==> src/rtl/pipeline_ctrl_pkg.sv <==
// Shared LC-3b types for the pipeline controller: register/word types, FSM state, counter width.
package lc3b_types;

  typedef logic [2:0]  lc3b_reg;
  typedef logic [15:0] lc3b_word;

  typedef enum logic {
    RUN,
    DMEM_WAIT
  } pipe_state_t;

  localparam int STAT_WIDTH_DEF = 16;

endpackage

==> src/rtl/pipeline_ctrl_if.sv <==
// Status inputs and stage-register load controls between the datapath and pipeline_ctrl.
interface pipeline_ctrl_if;
  import lc3b_types::*;

  logic    de_valid;
  lc3b_reg de_sr1;
  lc3b_reg de_sr2;
  logic    de_uses_sr1;
  logic    de_uses_sr2;
  logic    ex_valid;
  logic    ex_is_load;
  logic    ex_br_taken;
  lc3b_reg ex_dest;
  logic    imem_resp;
  logic    mem_valid;
  logic    mem_access;
  logic    dmem_resp;

  logic    load_pc;
  logic    load_de;
  logic    load_ex;
  logic    load_mem;
  logic    load_wb;
  logic    de_valid_in;
  logic    ex_valid_in;
  logic    wb_valid_in;

  modport master (
    input  de_valid, de_sr1, de_sr2, de_uses_sr1, de_uses_sr2,
           ex_valid, ex_is_load, ex_br_taken, ex_dest,
           imem_resp, mem_valid, mem_access, dmem_resp,
    output load_pc, load_de, load_ex, load_mem, load_wb,
           de_valid_in, ex_valid_in, wb_valid_in
  );

  modport slave (
    output de_valid, de_sr1, de_sr2, de_uses_sr1, de_uses_sr2,
           ex_valid, ex_is_load, ex_br_taken, ex_dest,
           imem_resp, mem_valid, mem_access, dmem_resp,
    input  load_pc, load_de, load_ex, load_mem, load_wb,
           de_valid_in, ex_valid_in, wb_valid_in
  );

endinterface

==> src/rtl/pipeline_ctrl_hazard_detect.sv <==
// Load-use hazard detector: a load in EX whose destination feeds a source read by decode.
module hazard_detect
  import lc3b_types::*;
(
  input  logic    de_valid,
  input  lc3b_reg de_sr1,
  input  lc3b_reg de_sr2,
  input  logic    de_uses_sr1,
  input  logic    de_uses_sr2,
  input  logic    ex_valid,
  input  logic    ex_is_load,
  input  lc3b_reg ex_dest,
  output logic    load_use
);

  assign load_use = de_valid & ex_valid & ex_is_load &
                    ((de_uses_sr1 & (de_sr1 == ex_dest)) |
                     (de_uses_sr2 & (de_sr2 == ex_dest)));

endmodule

==> src/rtl/pipeline_ctrl.sv <==
// Stall/flush controller for the LC-3b 5-stage pipeline; priority dmem wait > flush > load-use > imem stall.
// Optional saturating stall/flush counters are built only when PIPE_PERF_EN is defined.
module pipeline_ctrl
  import lc3b_types::*;
#(
  parameter int STAT_WIDTH = STAT_WIDTH_DEF
) (
  input  logic                  clk,
  input  logic                  reset,
  pipeline_ctrl_if.master       pif
`ifdef PIPE_PERF_EN
  ,
  output logic [STAT_WIDTH-1:0] stat_stall,
  output logic [STAT_WIDTH-1:0] stat_flush
`endif
);

  if (STAT_WIDTH < 1) begin : g_bad_width
    $error("pipeline_ctrl: STAT_WIDTH must be at least 1");
  end

  pipe_state_t state, state_next;
  logic        dmem_wait;
  logic        flush;
  logic        load_use;

  hazard_detect u_hazard (
    .de_valid    (pif.de_valid),
    .de_sr1      (pif.de_sr1),
    .de_sr2      (pif.de_sr2),
    .de_uses_sr1 (pif.de_uses_sr1),
    .de_uses_sr2 (pif.de_uses_sr2),
    .ex_valid    (pif.ex_valid),
    .ex_is_load  (pif.ex_is_load),
    .ex_dest     (pif.ex_dest),
    .load_use    (load_use)
  );

  assign dmem_wait = pif.mem_valid & pif.mem_access & ~pif.dmem_resp;
  assign flush     = pif.ex_valid & pif.ex_br_taken;

  always_ff @(posedge clk or posedge reset) begin
    if (reset) state <= RUN;
    else       state <= state_next;
  end

  // A branch held in EX during a data wait is not latched: it is still presented
  // by the datapath on the resp cycle, where the flush branch below applies it.
  always_comb begin
    state_next      = state;
    pif.load_pc     = 1'b1;
    pif.load_de     = 1'b1;
    pif.load_ex     = 1'b1;
    pif.load_mem    = 1'b1;
    pif.load_wb     = 1'b1;
    pif.de_valid_in = pif.imem_resp;
    pif.ex_valid_in = pif.de_valid;
    pif.wb_valid_in = pif.mem_valid;

    case (state)
      RUN:       if (dmem_wait)     state_next = DMEM_WAIT;
      DMEM_WAIT: if (pif.dmem_resp) state_next = RUN;
      default:                      state_next = RUN;
    endcase

    if (reset) begin
      pif.de_valid_in = 1'b0;
      pif.ex_valid_in = 1'b0;
      pif.wb_valid_in = 1'b0;
    end else if (dmem_wait) begin
      pif.load_pc     = 1'b0;
      pif.load_de     = 1'b0;
      pif.load_ex     = 1'b0;
      pif.load_mem    = 1'b0;
      pif.wb_valid_in = 1'b0;
    end else if (flush) begin
      pif.de_valid_in = 1'b0;
      pif.ex_valid_in = 1'b0;
    end else if (load_use) begin
      pif.load_pc     = 1'b0;
      pif.load_de     = 1'b0;
      pif.ex_valid_in = 1'b0;
    end else if (!pif.imem_resp) begin
      pif.load_pc     = 1'b0;
      pif.de_valid_in = 1'b0;
    end
  end

`ifdef PIPE_PERF_EN
  function automatic logic [STAT_WIDTH-1:0] sat_inc(input logic [STAT_WIDTH-1:0] v);
    return (&v) ? v : v + {{(STAT_WIDTH-1){1'b0}}, 1'b1};
  endfunction

  always_ff @(posedge clk or posedge reset) begin
    if (reset) begin
      stat_stall <= '0;
      stat_flush <= '0;
    end else begin
      if (!pif.load_pc || !pif.load_de) stat_stall <= sat_inc(stat_stall);
      if (flush && !dmem_wait)          stat_flush <= sat_inc(stat_flush);
    end
  end
`endif

endmodule
==> src/flat_wrapper.sv <==
// flat-port wrapper written by rule: the top's interface ports become plain ports
module pipeline_ctrl_flat import lc3b_types::*;
#(
  parameter int STAT_WIDTH = STAT_WIDTH_DEF
)
  (clk, reset, pif_de_valid, pif_de_sr1, pif_de_sr2, pif_de_uses_sr1, pif_de_uses_sr2, pif_ex_valid, pif_ex_is_load, pif_ex_br_taken, pif_ex_dest, pif_imem_resp, pif_mem_valid, pif_mem_access, pif_dmem_resp, pif_load_pc, pif_load_de, pif_load_ex, pif_load_mem, pif_load_wb, pif_de_valid_in, pif_ex_valid_in, pif_wb_valid_in);
  pipeline_ctrl_if pif_i ();
  input  logic clk;
  input  logic reset;
  input wire logic [$bits(pif_i.de_valid)-1:0] pif_de_valid;
  input wire logic [$bits(pif_i.de_sr1)-1:0] pif_de_sr1;
  input wire logic [$bits(pif_i.de_sr2)-1:0] pif_de_sr2;
  input wire logic [$bits(pif_i.de_uses_sr1)-1:0] pif_de_uses_sr1;
  input wire logic [$bits(pif_i.de_uses_sr2)-1:0] pif_de_uses_sr2;
  input wire logic [$bits(pif_i.ex_valid)-1:0] pif_ex_valid;
  input wire logic [$bits(pif_i.ex_is_load)-1:0] pif_ex_is_load;
  input wire logic [$bits(pif_i.ex_br_taken)-1:0] pif_ex_br_taken;
  input wire logic [$bits(pif_i.ex_dest)-1:0] pif_ex_dest;
  input wire logic [$bits(pif_i.imem_resp)-1:0] pif_imem_resp;
  input wire logic [$bits(pif_i.mem_valid)-1:0] pif_mem_valid;
  input wire logic [$bits(pif_i.mem_access)-1:0] pif_mem_access;
  input wire logic [$bits(pif_i.dmem_resp)-1:0] pif_dmem_resp;
  output wire logic [$bits(pif_i.load_pc)-1:0] pif_load_pc;
  output wire logic [$bits(pif_i.load_de)-1:0] pif_load_de;
  output wire logic [$bits(pif_i.load_ex)-1:0] pif_load_ex;
  output wire logic [$bits(pif_i.load_mem)-1:0] pif_load_mem;
  output wire logic [$bits(pif_i.load_wb)-1:0] pif_load_wb;
  output wire logic [$bits(pif_i.de_valid_in)-1:0] pif_de_valid_in;
  output wire logic [$bits(pif_i.ex_valid_in)-1:0] pif_ex_valid_in;
  output wire logic [$bits(pif_i.wb_valid_in)-1:0] pif_wb_valid_in;
  assign pif_i.de_valid = pif_de_valid;
  assign pif_i.de_sr1 = pif_de_sr1;
  assign pif_i.de_sr2 = pif_de_sr2;
  assign pif_i.de_uses_sr1 = pif_de_uses_sr1;
  assign pif_i.de_uses_sr2 = pif_de_uses_sr2;
  assign pif_i.ex_valid = pif_ex_valid;
  assign pif_i.ex_is_load = pif_ex_is_load;
  assign pif_i.ex_br_taken = pif_ex_br_taken;
  assign pif_i.ex_dest = pif_ex_dest;
  assign pif_i.imem_resp = pif_imem_resp;
  assign pif_i.mem_valid = pif_mem_valid;
  assign pif_i.mem_access = pif_mem_access;
  assign pif_i.dmem_resp = pif_dmem_resp;
  assign pif_load_pc = pif_i.load_pc;
  assign pif_load_de = pif_i.load_de;
  assign pif_load_ex = pif_i.load_ex;
  assign pif_load_mem = pif_i.load_mem;
  assign pif_load_wb = pif_i.load_wb;
  assign pif_de_valid_in = pif_i.de_valid_in;
  assign pif_ex_valid_in = pif_i.ex_valid_in;
  assign pif_wb_valid_in = pif_i.wb_valid_in;
  pipeline_ctrl #(.STAT_WIDTH(STAT_WIDTH)) u_core (.clk(clk), .reset(reset), .pif(pif_i));
endmodule
==> config.mk <==
export PLATFORM = sky130hd
export DESIGN_NAME = pipeline_ctrl_flat
export DESIGN_NICKNAME = d
export VERILOG_FILES = /design/src/rtl/pipeline_ctrl_pkg.sv /design/src/rtl/pipeline_ctrl_if.sv /design/src/rtl/pipeline_ctrl_hazard_detect.sv /design/src/rtl/pipeline_ctrl.sv /design/src/flat_wrapper.sv
export SDC_FILE = /design/constraint.sdc
export NUM_CORES = 1
export LEC_CHECK = 0
export ABC_AREA = 1
export BUFFER_PORTS_ARGS = -buffer_cell sky130_fd_sc_hd__buf_4
export CORE_AREA = 2 2 39 41
export DETAILED_ROUTE_END_ITERATION = 16
export DIE_AREA = 0 0 41 43
export GPL_TIMING_DRIVEN = 1
export SYNTH_ARGS = -nofsm -noshare
export SYNTH_HDL_FRONTEND = slang
export SYNTH_SLANG_ARGS = --single-unit
==> constraint.sdc <==
create_clock -name vclk -period 1.6
set_clock_uncertainty 0.1 [all_clocks]
set_input_delay 0.08 -clock vclk [all_inputs]
set_output_delay 0.08 -clock vclk [all_outputs]
set_load 0.02 [all_outputs]
==> flow_metrics.py, run 1 <==
metrics = {
    "route": {
        "top_layer_used": "met3",
        "met2_length_um": 257,
        "drcViolationCount": 0,
        "firstDrtPassIters": 2,
        "vias": 366,
        "met1_length_um": 262,
        "ant_nets": 0,
        "wire_per_inst_um": 5.95,
        "drt_wl_total_um": 601,
        "route.met3.wl_um": 81,
        "drtIter0Drc": 3,
        "vias_per_cell": 3.62,
    },
    "worst_setup_path": {
        "end_kind": "output port",
        "cp.buffers_inverters": 2,
        "worstSetupPathType": "in -> out",
        "crit_required_ns": 1.42,
        "max_stage_delay_ns": 0.15,
        "critPathSlowestCell": "buf_4",
        "cp_max_fo": 2,
        "cp.arrival_ns": 0.85,
        "crit_path_cell_trace": "buf_4 > nand2_1 > nand2_1 > nor2_1 > nand2_1 > nand2_1 > nand2_1 > nand3_1 > nand2_1 > buf_4",
        "cpMostUsedCell": "nand2_1",
        "crit_family": "simple AND/OR/NAND/NOR gates",
        "start_kind": "input pin",
    },
    "global_route": {
        "overflow": 0,
        "grt_pass1_vias": 245,
        "grt_use_total_pct": 6.39,
        "grt_max_degree": 5,
        "grt_antenna_before_repair": 0,
        "grt_pass1_wl_um": 862,
    },
    "finish": {
        "final_core_util_pct": 33.1,
        "drive_above_1_share_pct": 42.4,
        "seq_area_sq_um": 0,
        "final_nets": 108,
        "num_antenna_cells": 0,
        "final_area_sq_um": 458,
        "area.growth.synth_to_final_pct": 83.0,
        "seq_cells": 0,
        "clock_buffers": 0,
    },
    "sta": {
        "finalCriticalPeriod_ns": 1.03,
        "period_share_pct": 64.5,
        "fin_tns_setup_ns": 0,
        "rsz0062_at_grt": "false",
        "setup_ws_ns": 0.568,
        "timing.fmax_ghz": 0.969,
        "drv_slew": 0,
        "finalSetupViolCount": 0,
        "hold_viol": 0,
    },
    "logic_synthesis": {
        "synth_top_family_by_area": "simple AND/OR/NAND/NOR gates",
        "yosysTopAreaCell": "nand2_1",
        "netlist_instances": 60,
        "syn-num-nets": 81,
        "synth-simple-area-share_pct": 71.0,
        "synth_compound_area_share_pct": 0,
        "synth_common_cells": "nand2_1, inv_1, nor2_1, inv_2",
        "synth.top_cells.by_area": "nand2_1, inv_1, nor2_1, buf_4, inv_2",
        "yosysMostFrequentCell": "nand2_1",
        "yosysWarnings": 0,
        "ys_seq_area_share_pct": 0,
        "synth_top_area_share_pct": 42.0,
        "synth.cell_area_sq_um": 250,
        "synth.distinct_cells": 11,
        "synth_xor_xnor_area_share_pct": 0,
        "syn_area_per_cell_sq_um": 4.17,
        "synth.area.mux_share_pct": 0,
        "yosys.area_share.adder_pct": 0,
    },
    "worst_hold_path": {
        "hp-class": "in -> out",
    },
    "placed_design": {
        "port_buffers": 27,
        "gp_congestion": 0.718,
        "dp_slack_ns": 0.557,
        "placed_area_sq_um": 458,
    },
    "floorplanning": {
        "num_rows": 14,
        "die_h_um": 43,
        "core_sq_um": 1380,
        "die-area_sq_um": 1760,
        "start_util_pct": 18.1,
        "io_pins": 29,
        "die_w_um": 41,
    },
    "cts": {
        "holdBufCountCts": 0,
        "post_cts_buffers": 0,
        "cts_resized": 0,
    },
    "power": {
        "ir_drop_mv": 0.0691,
        "finalPower_uw": 109,
        "powerDensity_nw_per_um2": 239,
        "leakagePower_nw": 0.307,
    },
    "run": {
        "drv_cap": 0,
    },
    "run_status": {
        "outcome": "complete, no violations",
    },
}
through the flow:
stage          hold WS, ns  std cells
4_1_cts              0.391        101
6_report             0.385        101
3_5_place_dp         0.388        101
3_3_place_gp         0.388        101
5_1_grt              0.409        101
2_1_floorplan        0.179         60
cell type report:
class              count  area (sq um)
multi-input cells     44           181
well taps             16          20.0
fillers              177           926
repair buffers        27           203
inverters             14          53.8
layout by cell type, fill, tap and decap left out:
master,count
inv_1,9
nor2_2,2
nor2_1,9
nand2_1,28
nand3_1,2
nand2_2,1
buf_4,27
nand3_2,1
clkinv_2,1
conb_1,1
inv_2,4
kinds of logic (layout without fill, tap and decap cells):
group                  count (synthesis)  in the layout
buffers and inverters                 16             41
other                                  1              1
and+or+nand+nor                       43             43
report_power, final:
part	switching [mW]	internal [mW]	total, mW
Sequential	0	0	0
Clock	0	0	0
Combinational	0.0519	0.0574	0.109
routing by layer:
| metal | vias up | global-route usage [%] |
|---|---|---|
| met5 | - | 0 |
| li1 | 215 | - |
| met4 | 0 | 0 |
| met3 | 0 | 0 |
| met1 | 134 | 10.1 |
| met2 | 17 | 10.0 |
worst min-delay path: cells and delay by family:
| family | cells | cell delay [ns] |
|---|---|---|
| buffers and inverters | 2 | 0.22 |
| and+or+nand+nor | 2 | 0.11 |
final timing paths:
path	cells after the start	startpoint	slack (ns)	endpoint
max	10	pif_ex_dest[0]	0.57	pif_load_pc
min	4	pif_dmem_resp	0.39	pif_load_mem
Power figures use the tool's default switching activity.
==> inputs of run 2 (changes only) <==
clock period = 1 ns   (was 1.6 ns; I/O delays follow)
==> run 2 against run 1 <==
  * Worst setup slack lost 0.57 ns
  * Count of clock-buffer cells in the layout is the same
  * Non-clock buffer count grew 2
  * Combinational power grew 94%
  * Worst hold slack lost 0.049 ns
==> flow_metrics.py, run 2 (synthesized netlist as in run 1, its figures left out) <==
metrics = {
    "sta": {
        "finalCriticalPeriod_ns": 1.00,
        "hold_viol": 0,
        "rsz0062_at_grt": "true",
        "period_share_pct": 100,
        "timing.fmax_ghz": 1.00,
        "drv_slew": 0,
        "finalSetupViolCount": 0,
    },
    "global_route": {
        "grt_pass1_vias": 275,
        "overflow": 0,
        "grt_antenna_before_repair": 0,
        "grt_pass1_wl_um": 952,
        "grt_max_degree": 5,
        "grt_use_total_pct": 6.99,
    },
    "finish": {
        "drive_above_1_share_pct": 56.3,
        "final_nets": 110,
        "area.growth.synth_to_final_pct": 116,
        "fin_cells": 103,
        "final_core_util_pct": 39.1,
        "fillCellCount": 169,
        "seq_area_sq_um": 0,
        "seq_cells": 0,
        "final_cell_mix": "buf_4, nand2_1, nand2_2",
        "final_common_cell": "buf_4",
        "num_antenna_cells": 0,
        "clock_buffers": 0,
    },
    "floorplanning": {
        "die_w_um": 41,
        "start_util_pct": 18.1,
        "die-area_sq_um": 1760,
        "core_sq_um": 1380,
        "num_rows": 14,
        "io_pins": 29,
        "die_h_um": 43,
    },
    "placed_design": {
        "gp_congestion": 0.718,
        "port_buffers": 27,
        "place_hpwl_um": 586,
        "placed_cells": 102,
    },
    "power": {
        "pwr-share-comb_pct": 100.0,
        "powerDensity_nw_per_um2": 391,
        "ir_drop_mv": 0.141,
        "p_int_uw": 115,
        "clockPowerShare_pct": 0,
        "power.share.switching_pct": 45.7,
        "leakagePower_nw": 0.330,
        "p_seq_share_pct": 0,
        "switching_power_uw": 96.6,
    },
    "route": {
        "drtIter0Drc": 0,
        "ant_nets": 0,
        "vias": 391,
        "vias_per_cell": 3.80,
        "firstDrtPassIters": 1,
        "drcViolationCount": 0,
        "drt_wl_total_um": 690,
        "wire_per_inst_um": 6.70,
    },
    "worst_setup_path": {
        "cpMostUsedCell": "nand2_1",
        "start_kind": "input pin",
        "crit_required_ns": 0.85,
        "crit_path_cell_trace": "buf_4 > nand2_1 > nand2_1 > nor2_2 > nand2_1 > nand2_1 > nand2_1 > nand3_1 > nand2_1 > buf_6",
        "cp_max_fo": 2,
        "critPathSlowestCell": "buf_6",
        "cp.buffers_inverters": 2,
        "worstSetupPathDepth": 10,
        "max_stage_delay_ns": 0.13,
        "crit_family": "simple AND/OR/NAND/NOR gates",
        "end_kind": "output port",
        "worstSetupPathType": "in -> out",
        "cp.arrival_ns": 0.85,
    },
    "run": {
        "drv_cap": 0,
    },
    "worst_hold_path": {
        "hold_depth": 4,
        "hp-class": "in -> out",
    },
    "run_status": {
        "outcome": "complete, no violations",
    },
}
[run 2: final timing paths]
check,startpoint,end,slack [ns]
setup / recovery,pif_de_sr1[2],pif_load_pc,0.0004
hold / removal,pif_imem_resp,pif_de_valid_in,0.34
[run 2: power groups by stage]
stage	clock network [mW]	registers, mW	logic (mW)
floorplan	0	0	0.0871
global placement	0	0	0.178
detailed placement	0	0	0.180
CTS	0	0	0.180
global route	0	0	0.234
finish	0	0	0.211
[run 2: timing repair]
item                                    CTS  global route
endpoints found under the setup margin    0             3
buffers inserted                          0             1
resized for setup                         0            23
hold buffers                              0             0
[run 2: worst min-delay path, stage by stage]
cell and delay, ns:
buf_4 0.11, inv_1 0.04, nor2_1 0.04, buf_4 0.14
[run 2: final cells by class]
cell class	instances	area, sq um	share of cell area [%]
multi-input combinational	44	209	38.7
tap	16	20.0	3.70
timing repair buffer	29	255	47.2
inverter	14	56.3	10.4
[run 2: per-layer routing]
layer	global-route usage, %	up-vias	part of all wire (%)
met5	0	-	0
met2	11.6	17	51
met3	0	0	10
met1	10.4	153	38
li1	-	221	-
met4	0	0	0
[run 2: through the flow]
stage	hold WS [ns]	TNS [ns]	instance area [sq um]	setup slack, ns	power [mW]
floorplan	0.119	0	250	0.177	0.0871
global placement	0.330	0	465	0.0262	0.178
detailed placement	0.329	0	465	0.0222	0.180
CTS	0.333	0	465	0.0169	0.180
global route	0.361	-0.126	541	-0.0752	0.234
finish	0.336	0	541	0.000409	0.211
